### config.mk
export PLATFORM = sky130hd
export DESIGN_NAME = gbsha_fir_inverse
export DESIGN_NICKNAME = d
export VERILOG_FILES = /design/src/rtl/gbsha_fir_pkg.sv /design/src/rtl/gbsha_fir_inverse_dp.sv /design/src/rtl/gbsha_fir_inverse.sv
export SDC_FILE = /design/constraint.sdc
export NUM_CORES = 1
export LEC_CHECK = 0
export CORE_AREA = 3 3 61 63
export CTS_CLUSTER_SIZE = 20
export DETAILED_ROUTE_END_ITERATION = 12
export DIE_AREA = 0 0 64 66
export PLACE_DENSITY = 0.74
export SYNTH_ARGS = -nofsm -noshare
export SYNTH_HDL_FRONTEND = slang
export SYNTH_SLANG_ARGS = --single-unit
### constraint.sdc
create_clock -name clk -period 5.4 [get_ports clk]
set_input_delay 1.08 -clock clk [delete_from_list [all_inputs] [get_ports clk]]
set_output_delay 1.08 -clock clk [all_outputs]
set_load 0.005 [all_outputs]
### src/rtl/gbsha_fir_pkg.sv
// Shared definitions for the gbsha FIR test chain: default widths,
// inverse-filter FSM states and a generic signed saturation helper.
package gbsha_fir_pkg;

  localparam int DEF_BW_Y   = 4;
  localparam int DEF_BW_X   = 2;
  localparam int DEF_FRAC   = 3;
  localparam int DEF_SETTLE = 4;

  typedef enum logic [1:0] {
    ST_IDLE     = 2'd0,
    ST_SETTLING = 2'd1,
    ST_RUN      = 2'd2
  } fsm_state_e;

  // Clamp v into the n-bit two's complement range (n <= 31).
  function automatic logic signed [31:0] sat_n(input logic signed [31:0] v,
                                               input int n);
    logic signed [31:0] hi;
    logic signed [31:0] lo;
    hi = (32'sd1 <<< (n - 1)) - 32'sd1;
    lo = -(32'sd1 <<< (n - 1));
    if (v > hi)      return hi;
    else if (v < lo) return lo;
    else             return v;
  endfunction

endpackage

### src/rtl/gbsha_fir_inverse_dp.sv
// Combinational datapath of the FIR inverse: one recursion step
// x_new = ((y << FRAC) - x_state) >>> 1, plus round-half-up to the output width.
module gbsha_fir_inverse_dp
  import gbsha_fir_pkg::*;
#(
  parameter int BW_y = DEF_BW_Y,
  parameter int BW_x = DEF_BW_X,
  parameter int FRAC = DEF_FRAC,
  parameter int W    = BW_y + FRAC + 1
) (
  input  logic signed [BW_y-1:0] y_i,
  input  logic signed [W-1:0]    x_state_i,
  output logic signed [W-1:0]    x_new_o,
  output logic signed [BW_x-1:0] r_o,
  output logic                   state_clip_o,
  output logic                   out_clip_o
);

  localparam int HALF = 1 << (FRAC - 1);

  logic signed [W:0]  y_sh;
  logic signed [W:0]  d;
  logic signed [W:0]  x_shift;
  logic signed [W:0]  rnd;
  logic signed [W:0]  r_wide;
  logic signed [31:0] x_ext;
  logic signed [31:0] x_sat;
  logic signed [31:0] r_ext;
  logic signed [31:0] r_sat;

  // One guard bit above W keeps the subtraction and the rounding add exact.
  always_comb begin
    y_sh         = (W+1)'(y_i) <<< FRAC;
    d            = y_sh - (W+1)'(x_state_i);
    x_shift      = d >>> 1;
    x_ext        = 32'(x_shift);
    x_sat        = sat_n(x_ext, W);
    state_clip_o = (x_sat != x_ext);
    x_new_o      = x_sat[W-1:0];

    rnd          = (W+1)'(x_new_o) + (W+1)'(HALF);
    r_wide       = rnd >>> FRAC;
    r_ext        = 32'(r_wide);
    r_sat        = sat_n(r_ext, BW_x);
    out_clip_o   = (r_sat != r_ext);
    r_o          = r_sat[BW_x-1:0];
  end

endmodule

### src/rtl/gbsha_fir_inverse.sv
// IIR inverse of y[n] = 2x[n] + x[n-1]: valid handshake, two-stage pipeline,
// settling FSM and sticky saturation flag.
//
//   state       | meaning
//   ST_IDLE     | no sample accepted since reset/clear
//   ST_SETTLING | 1..SETTLE-1 samples accepted, recursion still settling
//   ST_RUN      | SETTLE samples consumed, settled asserted
module gbsha_fir_inverse
  import gbsha_fir_pkg::*;
#(
  parameter int BW_y   = DEF_BW_Y,
  parameter int BW_x   = DEF_BW_X,
  parameter int FRAC   = DEF_FRAC,
  parameter int SETTLE = DEF_SETTLE
) (
  input  logic                   clk,
  input  logic                   reset,
  input  logic                   clear,
  input  logic                   in_valid,
  input  logic signed [BW_y-1:0] y_in,
  output logic                   out_valid,
  output logic signed [BW_x-1:0] x_out,
  output logic                   settled,
  output logic                   sat
);

  localparam int W     = BW_y + FRAC + 1;
  localparam int CNT_W = 4;
  localparam logic [CNT_W-1:0] SETTLE_C = CNT_W'(SETTLE);
  localparam logic [CNT_W-1:0] CNT_ONE  = CNT_W'(1);

  logic                   accept;
  logic signed [W-1:0]    x_new;
  logic signed [BW_x-1:0] r_new;
  logic                   state_clip;
  logic                   out_clip;

  logic signed [W-1:0]    x_state_q, x_state_d;
  logic                   v1_q, v1_d;
  logic signed [BW_x-1:0] r1_q, r1_d;
  logic                   oclip1_q, oclip1_d;
  logic                   out_valid_q, out_valid_d;
  logic signed [BW_x-1:0] x_out_q, x_out_d;
  logic                   sat_q, sat_d;
  logic [CNT_W-1:0]       cnt_q, cnt_d;
  fsm_state_e             state_q, state_d;

  assign accept = in_valid & ~clear;

  gbsha_fir_inverse_dp #(
    .BW_y (BW_y),
    .BW_x (BW_x),
    .FRAC (FRAC),
    .W    (W)
  ) u_dp (
    .y_i          (y_in),
    .x_state_i    (x_state_q),
    .x_new_o      (x_new),
    .r_o          (r_new),
    .state_clip_o (state_clip),
    .out_clip_o   (out_clip)
  );

  // Rounded value and its clip flag ride along in stage 1 so the output
  // clip is only reported when it reaches x_out.
  always_comb begin
    x_state_d = x_state_q;
    r1_d      = r1_q;
    oclip1_d  = oclip1_q;
    v1_d      = accept;
    if (clear) begin
      x_state_d = '0;
    end else if (in_valid) begin
      x_state_d = x_new;
      r1_d      = r_new;
      oclip1_d  = out_clip;
    end
    out_valid_d = v1_q & ~clear;
    x_out_d     = out_valid_d ? r1_q : x_out_q;
    sat_d       = sat_q | (accept & state_clip) | (out_valid_d & oclip1_q);
  end

  always_ff @(posedge clk) begin
    if (reset) begin
      x_state_q   <= '0;
      v1_q        <= 1'b0;
      r1_q        <= '0;
      oclip1_q    <= 1'b0;
      out_valid_q <= 1'b0;
      x_out_q     <= '0;
      sat_q       <= 1'b0;
    end else begin
      x_state_q   <= x_state_d;
      v1_q        <= v1_d;
      r1_q        <= r1_d;
      oclip1_q    <= oclip1_d;
      out_valid_q <= out_valid_d;
      x_out_q     <= x_out_d;
      sat_q       <= sat_d;
    end
  end

  always_ff @(posedge clk) begin
    if (reset) begin
      state_q <= ST_IDLE;
      cnt_q   <= '0;
    end else begin
      state_q <= state_d;
      cnt_q   <= cnt_d;
    end
  end

  always_comb begin
    state_d = state_q;
    cnt_d   = cnt_q;
    if (clear) begin
      state_d = ST_IDLE;
      cnt_d   = '0;
    end else if (in_valid) begin
      case (state_q)
        ST_IDLE: begin
          cnt_d   = CNT_ONE;
          state_d = (SETTLE_C == CNT_ONE) ? ST_RUN : ST_SETTLING;
        end
        ST_SETTLING: begin
          cnt_d = cnt_q + CNT_ONE;
          if (cnt_d == SETTLE_C) state_d = ST_RUN;
        end
        ST_RUN: state_d = ST_RUN;
        default: begin
          state_d = ST_IDLE;
          cnt_d   = '0;
        end
      endcase
    end
  end

  always_comb begin
    settled = (state_q == ST_RUN);
  end

  assign out_valid = out_valid_q;
  assign x_out     = x_out_q;
  assign sat       = sat_q;

endmodule
==> impl_metrics.env, run 1 <==
export IMPL_status="complete, no violations"
export IMPL_area_delta_synth_final_pct=12.82
export IMPL_drt_iter0_markers=30
export IMPL_portBuffers=12
export IMPL_finalHoldWorstSlack_ns=0.4784
export IMPL_finalSetupViolCount=0
export IMPL_dieHeight_um=66
export IMPL_crit_path_frequent_cell="ha_1"
export IMPL_cts_resized=0
export IMPL_final_max_slew_violation_count=0
export IMPL_grt_max_degree=16
export IMPL_top_count_cell_post_synth="dfxtp_1"
export IMPL_syn_cell_area_um2=1444
export IMPL_irDropWorstVdd_uv=122.8
export IMPL_hold_violations=0
export IMPL_dr_total_vias=1174
export IMPL_dieArea_um2=4224
export IMPL_synth_sequential_area_ratio_pct=30.50
export IMPL_critical_path_n_buffers_inverters=2
export IMPL_synth_largest_area_cell="dfxtp_1"
export IMPL_post_synth_cell_area_avg_um2=8.751
export IMPL_first_global_vias=1151
export IMPL_ant_nets=0
export IMPL_detail_route_first_pass_iterations=4
export IMPL_drv_cap=0
export IMPL_synthTopCellsByArea="dfxtp_1 31%, ha_1 11%, mux2i_1 6.2%"
export IMPL_synthArstFlopShare_pct=0
export IMPL_worstSetupPathType="input pin to flip-flop"
export IMPL_comb_power_share_pct=32.7
export IMPL_tightest_slew_ns=0.6510
export IMPL_crit_path_max_incr_delay_ns=0.48
export IMPL_fillerInstances=310
export IMPL_synth_edf_count=0
export IMPL_timing_critical_path_to_type="flip-flop"
export IMPL_yosys_most_used_dff="dfxtp_1"
export IMPL_netlist_area_leader_share_pct=30.50
export IMPL_globalplace_congestion=0.8651
export IMPL_grt_setup_unrepaired="false"
export IMPL_power_frac_clock_pct=19.8
export IMPL_core_area_um2=3284
export IMPL_tritoncts_num_buffers=3
export IMPL_floorplan_initialDensity_pct=43.96
export IMPL_drt_drc_violations_left=0
export IMPL_power_sequential_fraction_pct=47.5
export IMPL_finish_net_count=199
export IMPL_p_leak_nw=0.6229
export IMPL_powerDensity_nw_per_um2=222.5
export IMPL_postCtsSetupRepairBufs=0
export IMPL_power_switching_mw=0.1161
export IMPL_timing_critical_path_cells="clkdlybuf4s50_1, ha_1, and4b_1, a211oi_1, ha_1, o21ai_0, and2_1, or3_1, ha_1, inv_1, a2111oi_0, o21a_1"
export IMPL_worst_setup_hold_path_clk_slew_ns=0.12
export IMPL_clk_latency_ns=0.30
export IMPL_startpoint_type="input pin"
export IMPL_post_route_min_period_ns=4.127
export IMPL_cts_tree="built"
export IMPL_layout_worst_path_cycle_share_pct=76.42
export IMPL_max_clock_freq_mhz=242.3
export IMPL_post_route_cells_drive_above_1_share_pct=7.386
export IMPL_power_internal_mw=0.2463
export IMPL_synth_seq_cells=22
export IMPL_io_pin_count=13
export IMPL_worstPathMaxFanout=6
export IMPL_critPathArrivalTime_ns=4.38
export IMPL_die_w_um=64
export IMPL_final_setup_tns_ns=0
export IMPL_max_slew_margin_pct=56.47
export IMPL_h_tree_depth=1
export IMPL_syn_instance_count=165
export IMPL_grt_antenna_before_repair=0
export IMPL_antenna_diode_count=0
export IMPL_place_hpwl_um=2099
export IMPL_crit_path_top_delay_cell="a211oi_1"
export IMPL_placementRows=21
export IMPL_synthDistinctLibCells=46
export IMPL_viasPerCell=5.288
export IMPL_cp_required_ns=5.65
export IMPL_grt_util_all_layers_pct=13.75
export IMPL_clock_skew_ns=0.01021
export IMPL_cts_hold_buffers=0
export IMPL_grt_remaining_overflow=0
export IMPL_global_route_wire_length_before_repair_um=4726
export IMPL_power_switching_fraction_pct=32.05
export IMPL_route_detailed_wl_per_inst_um=11.93
export IMPL_clk_root_buffer_cell="clkbuf_4"
export IMPL_synth_warning_count=0
export IMPL_max_clock_path_buffers=2
export IMPL_worst_path_dominant_cell_family="compound AO/OA/AOI/OAI gates"
export IMPL_postRouteWirelength_um=2649
export IMPL_synth_top_cells_by_count="22 x dfxtp_1, 17 x nor2_1, 15 x inv_1"
export IMPL_timing_hold_worst_class="flip-flop to flip-flop"
export IMPL_cts_sinks=22
export IMPL_synth_nets=186
[layer usage]
layer | up-vias | wire length (um) | track usage (%)
met1 | 545 | 1214 | 16.17
met5 | - | 0 | 0
met4 | 0 | 18 | 2.965
met2 | 11 | 1353 | 24.77
met3 | 4 | 63 | 3.741
li1 | 614 | - | -
[state kept, by name, indices dropped and copies added, names as in the netlist]
register   flops
oclip1_q       1
state_q        2
x_state_q      8
cnt_q          4
v1_q           1
r1_q           2
out_valid      1
x_out          2
sat            1
[power groups by stage]
| stage | Clock (mW) | Sequential (mW) | Combinational, mW |
|---|---|---|---|
| 3_3_place_gp | 0 | 0.176 | 0.115 |
| 5_1_grt | 0.0816 | 0.173 | 0.132 |
| 6_report | 0.0719 | 0.172 | 0.118 |
| 4_1_cts | 0.0757 | 0.172 | 0.118 |
| 3_5_place_dp | 0 | 0.176 | 0.117 |
| 2_1_floorplan | 0 | 0.175 | 0.0933 |
[worst register-to-register path, cell delays in order, from the launching register on]
cell	delay, ns
dfxtp_1	0.33
inv_1	0.05
ha_1	0.33
and4b_1	0.22
a211oi_1	0.48
ha_1	0.27
o21ai_0	0.12
and2_1	0.19
or3_1	0.37
ha_1	0.29
inv_1	0.05
a2111oi_0	0.35
o21a_1	0.18
[path summary, 6_finish.rpt]
| check | from | end | slack, ns | depth (start not counted) |
|---|---|---|---|---|
| worst max-delay path | y_in[1] | r1_q[1] | 1.27 | 12 |
| worst min-delay path | cnt_q[3] | cnt_q[3] | 0.48 | 2 |
| worst max register to register | x_state_q[4] | r1_q[1] | 2.09 | 12 |
| worst min register to register | cnt_q[3] | cnt_q[3] | 0.48 | 2 |
[cells by family after synthesis]
| family | after synthesis | synth area share [%] |
|---|---|---|
| fa+ha+maj | 13 | 11.27 |
| simple gates | 59 | 22.18 |
| xor+xnor | 7 | 4.246 |
| compound gates | 35 | 19.85 |
| flops | 22 | 30.50 |
| mux | 10 | 7.019 |
| buf+inv | 19 | 4.939 |
[metrics by stage]
step	instance area (um2)	setup WS, ns	instances	power [mW]	util [%]
floorplan	1444	1.718	165	0.2683	-
global placement	1607	1.047	219	0.2903	48.91
detailed placement	1607	0.9525	219	0.2935	48.91
CTS	1629	1.281	222	0.3664	49.60
global route	1629	1.122	222	0.3873	49.60
finish	1629	1.273	222	0.3624	49.60
[cell usage in the layout, fill, tap and decap left out, types with 2 or more instances in the layout]
| cell | instances |
|---|---|
| a211oi_1 | 2 |
| a21o_1 | 2 |
| a21oi_1 | 7 |
| and2_1 | 5 |
| clkbuf_4 | 3 |
| clkdlybuf4s50_1 | 12 |
| dfxtp_1 | 22 |
| ha_1 | 13 |
| inv_1 | 15 |
| mux2i_1 | 9 |
| nand2_1 | 11 |
| nand2b_1 | 3 |
| nand3_1 | 4 |
| nand3b_1 | 2 |
| nor2_1 | 17 |
| nor2b_1 | 2 |
| nor3_1 | 5 |
| o21a_1 | 2 |
| o21ai_0 | 6 |
| or3_1 | 2 |
| or3b_2 | 2 |
| xnor2_1 | 6 |
[layout make-up]
cell class	instances	area, um2	area share (%)
multi-input cells	124	932.1	57.22
inverters	15	56.30	3.456
flip-flops and latches	22	440.4	27.04
clock buffers	3	22.52	1.382
repair buffers	12	120.1	7.373
well taps	46	57.56	3.533
Power figures use the tool's default switching activity.
==> run 2: changes to the inputs <==
PLACE_DENSITY = 0.77   (was 0.74)
clock period = 3.65 ns   (was 5.4 ns; I/O delays follow)
==> run 2 against run 1 <==
Sequential power rose by 48%. Clock power rose by 81%. Worst hold slack got worse by 0.0041 ns. Cell area rose by 13%.
==> impl_metrics.env, run 2 (synthesis gave the netlist of run 1 again) <==
export IMPL_tritoncts_num_buffers=3
export IMPL_finish_net_count=223
export IMPL_worst_hold_path_num_cells=2
export IMPL_finalSetupViolCount=0
export IMPL_dieHeight_um=66
export IMPL_layout_worst_path_cycle_share_pct=95.10
export IMPL_p_leak_nw=0.7466
export IMPL_cts_tree="built"
export IMPL_status="complete, no violations"
export IMPL_floorplan_initialDensity_pct=43.96
export IMPL_cp_required_ns=3.91
export IMPL_mostFrequentLayoutCells="24 x buf_4, 22 x dfxtp_1, 17 x nor2_1"
export IMPL_detail_route_first_pass_iterations=4
export IMPL_worstSetupPathType="input pin to flip-flop"
export IMPL_route_detailed_wl_per_inst_um=10.79
export IMPL_global_route_wire_length_before_repair_um=4974
export IMPL_endpoint_of_the_worst_slack_reg_to_reg_timing_path="r1_q[1]"
export IMPL_drt_iter0_markers=61
export IMPL_critPathArrivalTime_ns=3.73
export IMPL_timing_hold_worst_class="flip-flop to flip-flop"
export IMPL_area_delta_synth_final_pct=27.04
export IMPL_tightest_slew_ns=0.4405
export IMPL_timing_critical_path_to_type="flip-flop"
export IMPL_globalplace_congestion=0.8188
export IMPL_crit_path_top_delay_cell="or4b_4"
export IMPL_grt_setup_unrepaired="false"
export IMPL_reg2reg_slack_ns=0.64
export IMPL_grt_antenna_before_repair=0
export IMPL_layout_commonest_cell="buf_4"
export IMPL_final_max_slew_violation_count=0
export IMPL_post_route_min_period_ns=3.471
export IMPL_fin_util_pct=55.85
export IMPL_grt_util_all_layers_pct=14.48
export IMPL_grt_max_degree=16
export IMPL_max_clock_freq_mhz=288.1
export IMPL_portBuffers=12
export IMPL_powerDensity_nw_per_um2=335.4
export IMPL_grt_remaining_overflow=0
export IMPL_antenna_diode_count=0
export IMPL_viasPerCell=5.012
export IMPL_comb_power_share_pct=37.5
export IMPL_timing_reg2reg_worst_path_depth=11
export IMPL_power_switching_fraction_pct=30.22
export IMPL_area_occupied_by_registers_um2=440.4
export IMPL_power_internal_mw=0.4293
export IMPL_worstPathMaxFanout=6
export IMPL_max_clock_path_buffers=2
export IMPL_die_w_um=64
export IMPL_timing_critical_path_cells="clkdlybuf4s50_1, ha_1, or4b_4, a2111oi_4, or3_1, nand2_1, or3_1, ha_1, inv_1, a2111oi_2, o21a_1"
export IMPL_drv_cap=0
export IMPL_io_pin_count=13
export IMPL_power_switching_mw=0.1859
export IMPL_place_hpwl_um=2159
export IMPL_power_sequential_fraction_pct=41.4
export IMPL_core_area_um2=3284
export IMPL_registers_with_the_highest_flip_flop_counts="x_state_q (8), cnt_q (4)"
export IMPL_cts_hold_buffers=0
export IMPL_layout_cells_non_filler=247
export IMPL_hold_violations=0
export IMPL_startpoint_type="input pin"
export IMPL_max_slew_margin_pct=70.54
export IMPL_fillerInstances=300
export IMPL_worst_setup_hold_path_clk_slew_ns=0.11
export IMPL_totalPowerFinal_mw=0.6152
export IMPL_post_route_cells_drive_above_1_share_pct=19.90
export IMPL_ant_nets=0
export IMPL_irDropWorstVdd_uv=305.7
export IMPL_placementRows=21
export IMPL_hold_path_startpoint="cnt_q[3]"
export IMPL_power_frac_clock_pct=21.1
export IMPL_h_tree_depth=1
export IMPL_clock_skew_ns=0.001789
export IMPL_largest_reg_flops=8
export IMPL_crit_path_max_incr_delay_ns=0.53
export IMPL_cts_sinks=22
export IMPL_first_global_vias=1188
export IMPL_dieArea_um2=4224
export IMPL_multi_input_comb_area_um2=943.4
export IMPL_clk_latency_ns=0.30
export IMPL_clk_root_buffer_cell="clkbuf_4"
export IMPL_postRouteWirelength_um=2666
export IMPL_holdPathEnd="cnt_q[3]"
export IMPL_place_inst=243
export IMPL_largest_register="x_state_q"
export IMPL_rr_startpoint="x_state_q[3]"
export IMPL_drt_drc_violations_left=0
export IMPL_dr_total_vias=1238
run 2: cell types whose count changed in the layout (fill, tap and decap cells not counted):
cell       delta
buf_4        +24
a2111oi_0     -1
a2111oi_2     +1
a211oi_1      -1
a211oi_2      +1
clkbuf_8      +1
run 2: per-layer routing:
metal	vias up	track usage (%)	routed length [um]
met5	-	0	0
met1	568	18.57	1350
met2	8	24.90	1224
met3	2	3.571	60
li1	660	-	-
met4	0	2.156	30
run 2: critical path: cells and delay by family:
| family | cells | cell delay, ns |
|---|---|---|
| AOI/OAI and AO/OA | 3 | 0.81 |
| buffers and inverters | 2 | 0.47 |
| adders and majority gates | 2 | 0.64 |
| and+or+nand+nor | 4 | 1.08 |
run 2: per-stage QoR:
stage	area, um2	hold WS, ns	setup WS [ns]	TNS (ns)
finish	1834	0.4743	0.1787	0
global placement	1787	0.4522	-0.1747	-0.2414
global route	1834	0.4890	0.004913	0
detailed placement	1787	0.4600	-0.1909	-0.2504
CTS	1823	0.4762	0.1207	0
floorplan	1444	0.4367	0.3177	0
run 2: repair_timing:
item,in CTS,in global routing
endpoints found under the setup margin,0,1
setup buffers,0,0
resized for setup,0,3
run 2: final cells by class:
class / count / share of cell area (%)
tap: 46 / 3.138
timing repair buffer: 36 / 16.37
multi-input combinational: 124 / 51.43
sequential: 22 / 24.01
clock buffer: 4 / 1.978
inverter: 15 / 3.070
run 2: how the worst max path moves through the flow:
stage | from | endpoint | slack [ns] | depth (start not counted)
2_1_floorplan | y_in[0] | r1_q[1] | 0.32 | 10
3_3_place_gp | y_in[0] | r1_q[1] | -0.17 | 11
3_5_place_dp | y_in[0] | r1_q[1] | -0.19 | 11
4_1_cts | y_in[0] | r1_q[1] | 0.12 | 11
5_1_grt | y_in[0] | r1_q[1] | 0.005 | 11
6_report | y_in[0] | r1_q[1] | 0.18 | 11
run 2: power by group through the flow:
stage / logic, mW / clock network, mW / registers (mW)
after floorplan: 0.138 / 0 / 0.259
after global placement: 0.222 / 0 / 0.260
after detailed placement: 0.225 / 0 / 0.260
after CTS: 0.226 / 0.135 / 0.255
after global routing: 0.259 / 0.145 / 0.257
final: 0.230 / 0.130 / 0.255
==> run 3: changes to the inputs <==
HOLD_SLACK_MARGIN = 0.1   (was unset)
==> results of run 3 <==
No change in the layout: final DEF, timing and power equal those of run 2.
